## src/rtl/clique_dispatch_pkg.sv

```systemverilog
// Shared sizing constants for the clique dispatcher.
// Parameter defaults for the top and the bench come from here.
package clique_dispatch_pkg;

    localparam int N_UNITS_DEF        = 4;
    localparam int N_UNITSBITS        = 2;
    localparam int MAX_CLIQUESIZEBITS = 8;
    localparam int VERTEX_BITS        = 16;

endpackage

```

## src/rtl/pipe_interlock.sv

```systemverilog
// One-entry valid/ready register slice.
// It accepts a new word in the same cycle the held word drains.
module pipe_interlock #(
    parameter int WIDTH = 8
) (
    input  logic             clk_i,
    input  logic             reset_i,
    input  logic             in_valid_i,
    output logic             in_ready_o,
    input  logic [WIDTH-1:0] in_data_i,
    output logic             out_valid_o,
    input  logic             out_ready_i,
    output logic [WIDTH-1:0] out_data_o
);

    logic             full_q;
    logic [WIDTH-1:0] data_q;

    assign in_ready_o  = !full_q || out_ready_i;
    assign out_valid_o = full_q;
    assign out_data_o  = data_q;

    always_ff @(posedge clk_i) begin
        if (reset_i) begin
            full_q <= 1'b0;
        end else if (in_valid_i && in_ready_o) begin
            full_q <= 1'b1;
        end else if (out_ready_i) begin
            full_q <= 1'b0;
        end
    end

    always_ff @(posedge clk_i) begin
        if (in_valid_i && in_ready_o) begin
            data_q <= in_data_i;
        end
    end

endmodule

```

## src/rtl/clique_dispatch.sv

```systemverilog
// Round-robin dispatcher: streams each clique whole to one ready unit
// through a single output register that fans out per unit.
//
// state    | meaning
// S_SELECT | waiting for input and a ready unit; no beats accepted
// S_STREAM | forwarding beats of the current clique to target_q
module clique_dispatch
    import clique_dispatch_pkg::*;
#(
    parameter int N_UNITS   = N_UNITS_DEF,
    parameter int SIZE_BITS = MAX_CLIQUESIZEBITS
) (
    input  logic                           i_clk300,
    input  logic                           i_reset,
    input  logic                           i_clq_valid,
    input  logic [SIZE_BITS-1:0]           i_clq_size,
    input  logic [15:0]                    i_clq_vertex,
    input  logic                           i_clq_strobe,
    output logic                           o_clq_accept,
    input  logic [N_UNITS-1:0]             i_unit_ready,
    output logic [N_UNITS-1:0]             o_clq_valid,
    output logic [N_UNITS-1:0]             o_clq_strobe,
    output logic [N_UNITS*SIZE_BITS-1:0]   o_clq_size,
    output logic [N_UNITS*16-1:0]          o_clq_vertex,
    input  logic [N_UNITS-1:0]             i_clq_accept,
    output logic [31:0]                    o_clq_count,
    output logic                           o_busy
);

    localparam int UB = (N_UNITS > 1) ? $clog2(N_UNITS) : 1;
    localparam int DW = SIZE_BITS + VERTEX_BITS + 1;

    localparam logic [0:0] S_SELECT = 1'b0;
    localparam logic [0:0] S_STREAM = 1'b1;

    logic [0:0]           state_q, state_d;
    logic [UB-1:0]        target_q, target_d;
    logic [UB-1:0]        rr_ptr_q, rr_ptr_d;
    logic [31:0]          count_q;

    logic [UB-1:0]        pick_idx;
    logic                 pick_found;

    logic                 pipe_in_ready;
    logic                 out_full;
    logic [DW-1:0]        out_data;
    logic                 out_strobe;
    logic [SIZE_BITS-1:0] out_size;
    logic [15:0]          out_vertex;
    logic                 drain;
    logic                 push;
    logic                 stream_accept;

    assign drain         = out_full && i_clq_accept[target_q];
    assign stream_accept = (state_q == S_STREAM) && pipe_in_ready && !i_reset;
    assign push          = stream_accept && i_clq_valid;
    assign o_clq_accept  = stream_accept;

    assign {out_strobe, out_size, out_vertex} = out_data;

    pipe_interlock #(
        .WIDTH(DW)
    ) u_out_reg (
        .clk_i      (i_clk300),
        .reset_i    (i_reset),
        .in_valid_i (push),
        .in_ready_o (pipe_in_ready),
        .in_data_i  ({i_clq_strobe, i_clq_size, i_clq_vertex}),
        .out_valid_o(out_full),
        .out_ready_i(i_clq_accept[target_q]),
        .out_data_o (out_data)
    );

    // First ready unit at or after rr_ptr_q, wrapping; N_UNITS is a power of two.
    always_comb begin
        pick_idx   = rr_ptr_q;
        pick_found = 1'b0;
        for (int k = 0; k < N_UNITS; k++) begin
            logic [UB-1:0] idx;
            idx = rr_ptr_q + UB'(k);
            if (!pick_found && i_unit_ready[idx]) begin
                pick_found = 1'b1;
                pick_idx   = idx;
            end
        end
    end

    always_comb begin
        state_d  = state_q;
        target_d = target_q;
        rr_ptr_d = rr_ptr_q;
        case (state_q)
            S_SELECT: begin
                // The fan-out follows target_q, so it may only move once the register empties.
                if (i_clq_valid && pick_found && (!out_full || drain)) begin
                    state_d  = S_STREAM;
                    target_d = pick_idx;
                    rr_ptr_d = pick_idx + UB'(1);
                end
            end
            S_STREAM: begin
                if (push && i_clq_strobe) begin
                    state_d = S_SELECT;
                end
            end
            default: state_d = S_SELECT;
        endcase
    end

    always_ff @(posedge i_clk300) begin
        if (i_reset) begin
            state_q  <= S_SELECT;
            target_q <= '0;
            rr_ptr_q <= '0;
            count_q  <= '0;
        end else begin
            state_q  <= state_d;
            target_q <= target_d;
            rr_ptr_q <= rr_ptr_d;
            if (drain && out_strobe && (count_q != 32'hFFFF_FFFF)) begin
                count_q <= count_q + 32'd1;
            end
        end
    end

    always_comb begin
        o_clq_valid  = '0;
        o_clq_strobe = '0;
        o_clq_size   = '0;
        o_clq_vertex = '0;
        o_clq_valid[target_q]  = out_full;
        o_clq_strobe[target_q] = out_full && out_strobe;
        o_clq_size[int'(target_q)*SIZE_BITS +: SIZE_BITS] = out_size;
        o_clq_vertex[int'(target_q)*16 +: 16]             = out_vertex;
    end

    assign o_clq_count = count_q;
    assign o_busy      = (state_q != S_SELECT) || out_full;

endmodule

```

## config.mk

```make
export PLATFORM = sky130hd
export DESIGN_NAME = clique_dispatch
export DESIGN_NICKNAME = d
export VERILOG_FILES = /design/src/rtl/clique_dispatch_pkg.sv /design/src/rtl/pipe_interlock.sv /design/src/rtl/clique_dispatch.sv
export SDC_FILE = /design/constraint.sdc
export NUM_CORES = 1
export LEC_CHECK = 0
export CAP_MARGIN = 25
export CORE_AREA = 2 2 121 123
export DETAILED_ROUTE_END_ITERATION = 10
export DIE_AREA = 0 0 123 125
export HOLD_SLACK_MARGIN = 0.05
export SETUP_SLACK_MARGIN = 0.15
export SLEW_MARGIN = 10
export SYNTH_ARGS = -nofsm -noshare
export SYNTH_HDL_FRONTEND = slang
export SYNTH_SLANG_ARGS = --single-unit
export TNS_END_PERCENT = 100
```

## constraint.sdc

```tcl
create_clock -name i_clk300 -period 7.2 [get_ports i_clk300]
set_input_delay 1.44 -clock i_clk300 [delete_from_list [all_inputs] [get_ports i_clk300]]
set_output_delay 1.44 -clock i_clk300 [all_outputs]
set_load 0.01 [all_outputs]
```

==> results of run 1 <==
## per-layer routing
metal | share of wire | vias to the layer above
li1 | - | 1776
met1 | 0.43 | 1657
met2 | 0.48 | 158
met3 | 0.078 | 10
met4 | 0.011 | 0
met5 | 0 | -
## layout by cell type (no fill, tap or decap), types with 10 or more instances in the layout
master / synthesis / final
clkbuf_16: 0 / 10
dfxtp_1: 38 / 38
edfxtp_1: 25 / 25
and2_1: 100 / 100
a21oi_1: 25 / 25
nand3_1: 10 / 10
o21ai_0: 23 / 23
nand2_1: 17 / 17
or3_1: 17 / 17
clkdlybuf4s50_1: 0 / 173
nor2_1: 26 / 25
## registers in the layout, indices dropped and copies added (netlist names), named ones only
signal                 flops
target_q                   2
o_clq_count               32
rr_ptr_q                   1
u_out_reg.out_data_o      25
state_q                    1
u_out_reg.out_valid_o      1
## tightest hold or removal path: cells and delay by family, from the launching register on
| family | cells | cell delay [ps] |
|---|---|---|
| AOI/OAI and AO/OA | 2 | 130 |
| DFF | 1 | 330 |
## through the flow
step	power (W)	instance area, um2	hold slack (ps)
detailed placement	0.0005447	5548	502.6
CTS	0.001002	5856	513.5
global route	0.001035	5856	535.2
floorplan	0.0004587	3591	502.0
global placement	0.0005396	5529	488.5
finish	0.0009884	5856	508.4
## power groups by stage
stage	Sequential [W]	Clock, W	Combinational [W]
finish	0.000389	0.000453	0.000147
global route	0.000390	0.000485	0.000160
CTS	0.000389	0.000465	0.000149
detailed placement	0.000396	0	0.000148
global placement	0.000396	0	0.000144
floorplan	0.000391	0	0.0000681
## cells by family after synthesis
family	after synthesis	share of synthesized area
buffers and inverters	25	0.02648
muxes	8	0.02683
adders and majority gates	6	0.02091
AOI/OAI and AO/OA	67	0.1101
and+or+nand+nor	227	0.3826
DFF	63	0.4209
xor gates and xnor gates	5	0.01220
## final timing paths
path	start	endpoint	slack (ps)	cells past startpoint
max	i_clq_accept[0]	o_clq_accept	2670	5
min	o_clq_count[6]	o_clq_count[6]	510	2
max reg2reg	o_clq_count[13]	o_clq_count[30]	4900	5
min reg2reg	o_clq_count[6]	o_clq_count[6]	510	2
## layout make-up
class	instances	area, um2
inverters	8	30.03
repair buffers	178	1773
clock buffers	11	254.0
well taps	184	230.2
clock inverters	5	53.80
flip-flops and latches	63	1511
multi-input cells	313	2003
fillers	1374	8348
==> flow_summary_export.csv, run 1 <==
group,metric,value,unit
timing,fmax,220.9,MHz
grt,use_met2,0.2561,
cts,post_cts_buffers,0,
timing,slew_violations,0,
worst_setup_path,cpLargestDelayFamily,"buffers and inverters",
cells_and_area,area_growth,63.07,%
cts,cts_tree,"yes",
power_and_ir_drop,ir_drop,77.84,uV
cells_and_area,final_util,0.4123,
die,die_y,125,um
power_and_ir_drop,power.internal,0.0007493,W
worst_setup_path,slowest_delay,530,ps
die,dieArea,15380,um2
timing,setup_ws,2673,ps
worst_setup_path,worst-path-max-fanout,4,
cts,clkLatencyLatePin,330,ps
worst_setup_path,critical_path_class,"primary input to output pin",
yosys,netlist_top_cells_area,"dfxtp_1 (21%), edfxtp_1 (21%), and2_1 (17%)",
route,drt_first_pass_iters,4,
cells_and_area,antenna_cells,0,
worst_setup_path,crit_required,5760,ps
worst_setup_path,cp_data_arrival_time,3090,ps
flow_run,cap_viol_max_count,0,
yosys,syn_avg_cell_area,8.955,um2
worst_setup_path,cp_slowest_cell,"mux4_2",
power_and_ir_drop,clkPwrFrac,0.458,
die,initial_core_util,0.2528,
route,drc,0,
grt,grt_max_degree,45,
route,routed-via-count,3601,
yosys,synth.most_common_cell,"and2_1",
die,ios,174,
route,totalWireLength,11.47,mm
timing,max_slew_margin,0.5771,
placed_design,dp_hpwl,8.591,mm
placed_design,io_buffers,173,
worst_setup_path,cp_cell_sequence,"clkdlybuf4s50_1, mux4_2, nor2_1, nor2_1, clkdlybuf4s50_1",
cts,cts_resized,0,
power_and_ir_drop,seq_power_share,0.393,
run_status,status,"complete, no violations",
yosys,synthArstFlopShare,0,
cts,cts_hold_buf,0,
worst_setup_path,crit_buf_inv,2,
route,drtIter0Drc,199,
route,avgViaCountPerCell,4.726,
cells_and_area,layout.nets,615,
grt,grt_use_total,0.1498,
power_and_ir_drop,power.leakage,2.009,nW
timing,fin_skew,4.905,ps
timing,finalHoldViolations,0,
grt,grt_pass1_wl,18.21,mm
timing,grt_setup_unrepaired,"false",
cells_and_area,fin_cells,762,
yosys,synth_nets,443,
yosys,synth-seq-area-share,0.4209,
grt,grt_pass1_vias,3441,
grt,use_met1,0.1819,
cts,cts.clk_slew.worst_paths,60,ps
yosys,ys_ff_latch,63,
cts,numCtsBuffers,9,
worst_setup_path,critPathCaptureType,"output pin",
grt,overflow,0,
yosys,synth-edff-count,25,
timing,setup_viol,0,
grt,busiest_layer,"met2",
timing,finalCritPeriodShare,0.6287,
timing,fin_setup_tns,0,ps
cts,clockBufferDepth,2,
die,die_width,123,um
power_and_ir_drop,power.switching,0.0002391,W
die,core,14200,um2
yosys,synth.cell_area,3591,um2
hold_path,worstHoldPathType,"register to register",
die,rows,44,
yosys,synth_top_area_cell,"dfxtp_1",
placed_design,place_ws,2660,ps
power_and_ir_drop,swShare,0.2419,
cells_and_area,drive_gt1_frac,0.06055,
yosys,synth_warnings,0,
cts,ctsRootBufferMaster,"clkbuf_16",
yosys,synth_common_cells,"and2_1 (100), dfxtp_1 (38), nor2_1 (26), a21oi_1 (25), edfxtp_1 (25)",
grt,antenna_found_initial,0,
route,detail_route.wl_per_cell,15.06,um
placed_design,placedCellCount,746,
yosys,synth_cells,401,
cts,cts_sinks,63,
yosys,synthFlopType,"dfxtp_1",
yosys,synth_top_area_share,0.2118,
power_and_ir_drop,power_density,168.8,nW/um2
placed_design,place_congestion,0.8015,
timing,period_needed,4527,ps
cts,htree_levels,3,
grt,grt_util_met3,0.04562,
worst_setup_path,startpoint_type,"primary input",
route,postRouteAntennaNets,0,
yosys,synth_cell_types,45,
power_and_ir_drop,p_comb_frac,0.149,
timing,worst_pin_slew,632.7,ps
No activity file was read; power rests on OpenSTA's default activity.
==> inputs of run 2 (changes only) <==
==> constraint.sdc (replaced) <==
create_clock -name i_clk300 -period 3.9 [get_ports i_clk300]
set_input_delay 0.78 -clock i_clk300 [delete_from_list [all_inputs] [get_ports i_clk300]]
set_output_delay 0.78 -clock i_clk300 [all_outputs]
set_load 0.01 [all_outputs]
==> run 2 against run 1 <==
Power grew 86%. Sequential cell count is the same. Wire length shrank 0.88%.
==> flow_summary_export.csv, run 2 (synthesis gave the netlist of run 1 again) <==
group,metric,value,unit
run_status,status,"complete, no violations",
grt,overflow,0,
route,avgViaCountPerCell,4.734,
route,detail_route.wl_per_cell,14.93,um
timing,fmax,284.5,MHz
timing,fin_setup_tns,0,ps
timing,grt_setup_unrepaired,"false",
die,rows,44,
timing,max_slew_margin,0.5728,
power_and_ir_drop,power.internal,0.001403,W
cts,cts_resized,0,
timing,slew_violations,0,
power_and_ir_drop,p_comb_frac,0.147,
power_and_ir_drop,power.switching,0.0004333,W
die,initial_core_util,0.2528,
worst_setup_path,cp_cell_sequence,"inv_1, ha_1, nor4b_2, buf_4, and2_1, clkdlybuf4s50_1",
route,postRouteAntennaNets,0,
worst_setup_path,cp_slowest_cell,"clkdlybuf4s50_1",
cts,cts_sinks,63,
route,routed-via-count,3607,
worst_setup_path,critPathCaptureType,"output pin",
die,dieArea,15380,um2
timing,fin_skew,7.422,ps
worst_setup_path,crit_buf_inv,3,
die,core,14200,um2
cells_and_area,antenna_cells,0,
cts,clockBufferDepth,2,
timing,period_needed,3514,ps
worst_setup_path,startpoint_type,"register",
cts,htree_levels,3,
cells_and_area,final_util,0.4127,
hold_path,whs_path_depth,2,
grt,antenna_found_initial,0,
die,die_y,125,um
route,drtIter0Drc,114,
power_and_ir_drop,ir_drop,133.4,uV
worst_setup_path,critical_path_class,"register to output pin",
grt,grt_max_degree,44,
placed_design,io_buffers,173,
cells_and_area,drive_gt1_frac,0.06055,
hold_path,worstHoldPathType,"register to register",
route,totalWireLength,11.37,mm
worst_setup_path,crit_required,3120,ps
timing,setup_viol,0,
worst_setup_path,r2r_slack,1650,ps
die,ios,174,
cts,cts_tree,"yes",
grt,grt_pass1_wl,17.71,mm
worst_setup_path,cpLargestDelayFamily,"buffers and inverters",
grt,grt_pass1_vias,3407,
cells_and_area,multi_input_area,2003,um2
cts,ctsRootBufferMaster,"clkbuf_16",
worst_setup_path,slowest_delay,550,ps
power_and_ir_drop,clkPwrFrac,0.462,
cells_and_area,layout.nets,615,
cells_and_area,n_fill_cell,1374,
worst_setup_path,reg2regPathDepth,5,
cells_and_area,final_common_cell,"clkdlybuf4s50_1",
timing,worst_pin_slew,639.2,ps
cells_and_area,area_growth,63.24,%
die,die_width,123,um
cts,post_cts_buffers,0,
route,drc,0,
power_and_ir_drop,power_density,313.2,nW/um2
timing,finalCritPeriodShare,0.9012,
cts,clkLatencyLatePin,340,ps
power_and_ir_drop,seq_power_share,0.391,
power_and_ir_drop,p_total,0.001836,W
worst_setup_path,path_depth,6,
cts,cts_hold_buf,0,
worst_setup_path,worst-path-max-fanout,24,
power_and_ir_drop,power.leakage,2.016,nW
grt,grt_use_total,0.1458,
timing,finalHoldViolations,0,
cts,cts.clk_slew.worst_paths,50,ps
power_and_ir_drop,swShare,0.2360,
cells_and_area,ff_latch_area,1511,um2
cells_and_area,largest_reg_flops,32,
cells_and_area,final_cell_mix,"clkdlybuf4s50_1 (173), and2_1 (100), dfxtp_1 (38)",
cts,numCtsBuffers,9,
placed_design,dp_hpwl,8.513,mm
flow_run,cap_viol_max_count,0,
route,drt_first_pass_iters,4,
worst_setup_path,cp_data_arrival_time,2730,ps
timing,whs,508.8,ps
placed_design,place_congestion,0.7632,
==> run 2: final timing paths <==
check                        from         endpoint
setup / recovery      target_q[0]   o_clq_size[31]
setup reg to reg  o_clq_count[13]  o_clq_count[30]
hold reg to reg   o_clq_count[18]  o_clq_count[18]
hold / removal    o_clq_count[18]  o_clq_count[18]
==> run 2: area by class of cell <==
cell class | instances | area share
clock inverters | 4 | 0.008538
well taps | 184 | 0.03927
multi-input cells | 313 | 0.3417
repair buffers | 178 | 0.3018
flip-flops and latches | 63 | 0.2578
clock buffers | 12 | 0.04568
inverters | 8 | 0.005123
==> run 2: through the flow <==
step | setup slack [ps] | area, um2 | instances
2_1_floorplan | 1144 | 3591 | 401
3_3_place_gp | 662.2 | 5544 | 746
3_5_place_dp | 677.1 | 5544 | 746
4_1_cts | 309.1 | 5862 | 762
5_1_grt | 186.2 | 5862 | 762
6_report | 385.5 | 5862 | 762
==> run 2: power by group through the flow <==
stage | Sequential, W | Combinational, W | Clock, W
2_1_floorplan | 0.000721 | 0.000126 | 0
3_3_place_gp | 0.000731 | 0.000271 | 0
3_5_place_dp | 0.000732 | 0.000273 | 0
4_1_cts | 0.000718 | 0.000274 | 0.000878
5_1_grt | 0.000720 | 0.000293 | 0.000912
6_report | 0.000718 | 0.000270 | 0.000849
==> run 2: layer usage <==
layer,wire length [um],track usage,up-vias,part of all wire
met1,4830,0.1734,1668,0.42
met4,144,0.04679,0,0.013
met2,5498,0.2470,148,0.48
met5,0,0,-,0
li1,-,-,1779,-
met3,900,0.04699,12,0.079
==> run 2: worst reg2reg max path: cells and delay by family, from the launching register on <==
kind	cells	cell delay (ps)
AO/OA/AOI/OAI	1	140
flip-flops	1	450
AND/OR/NAND/NOR	4	1590
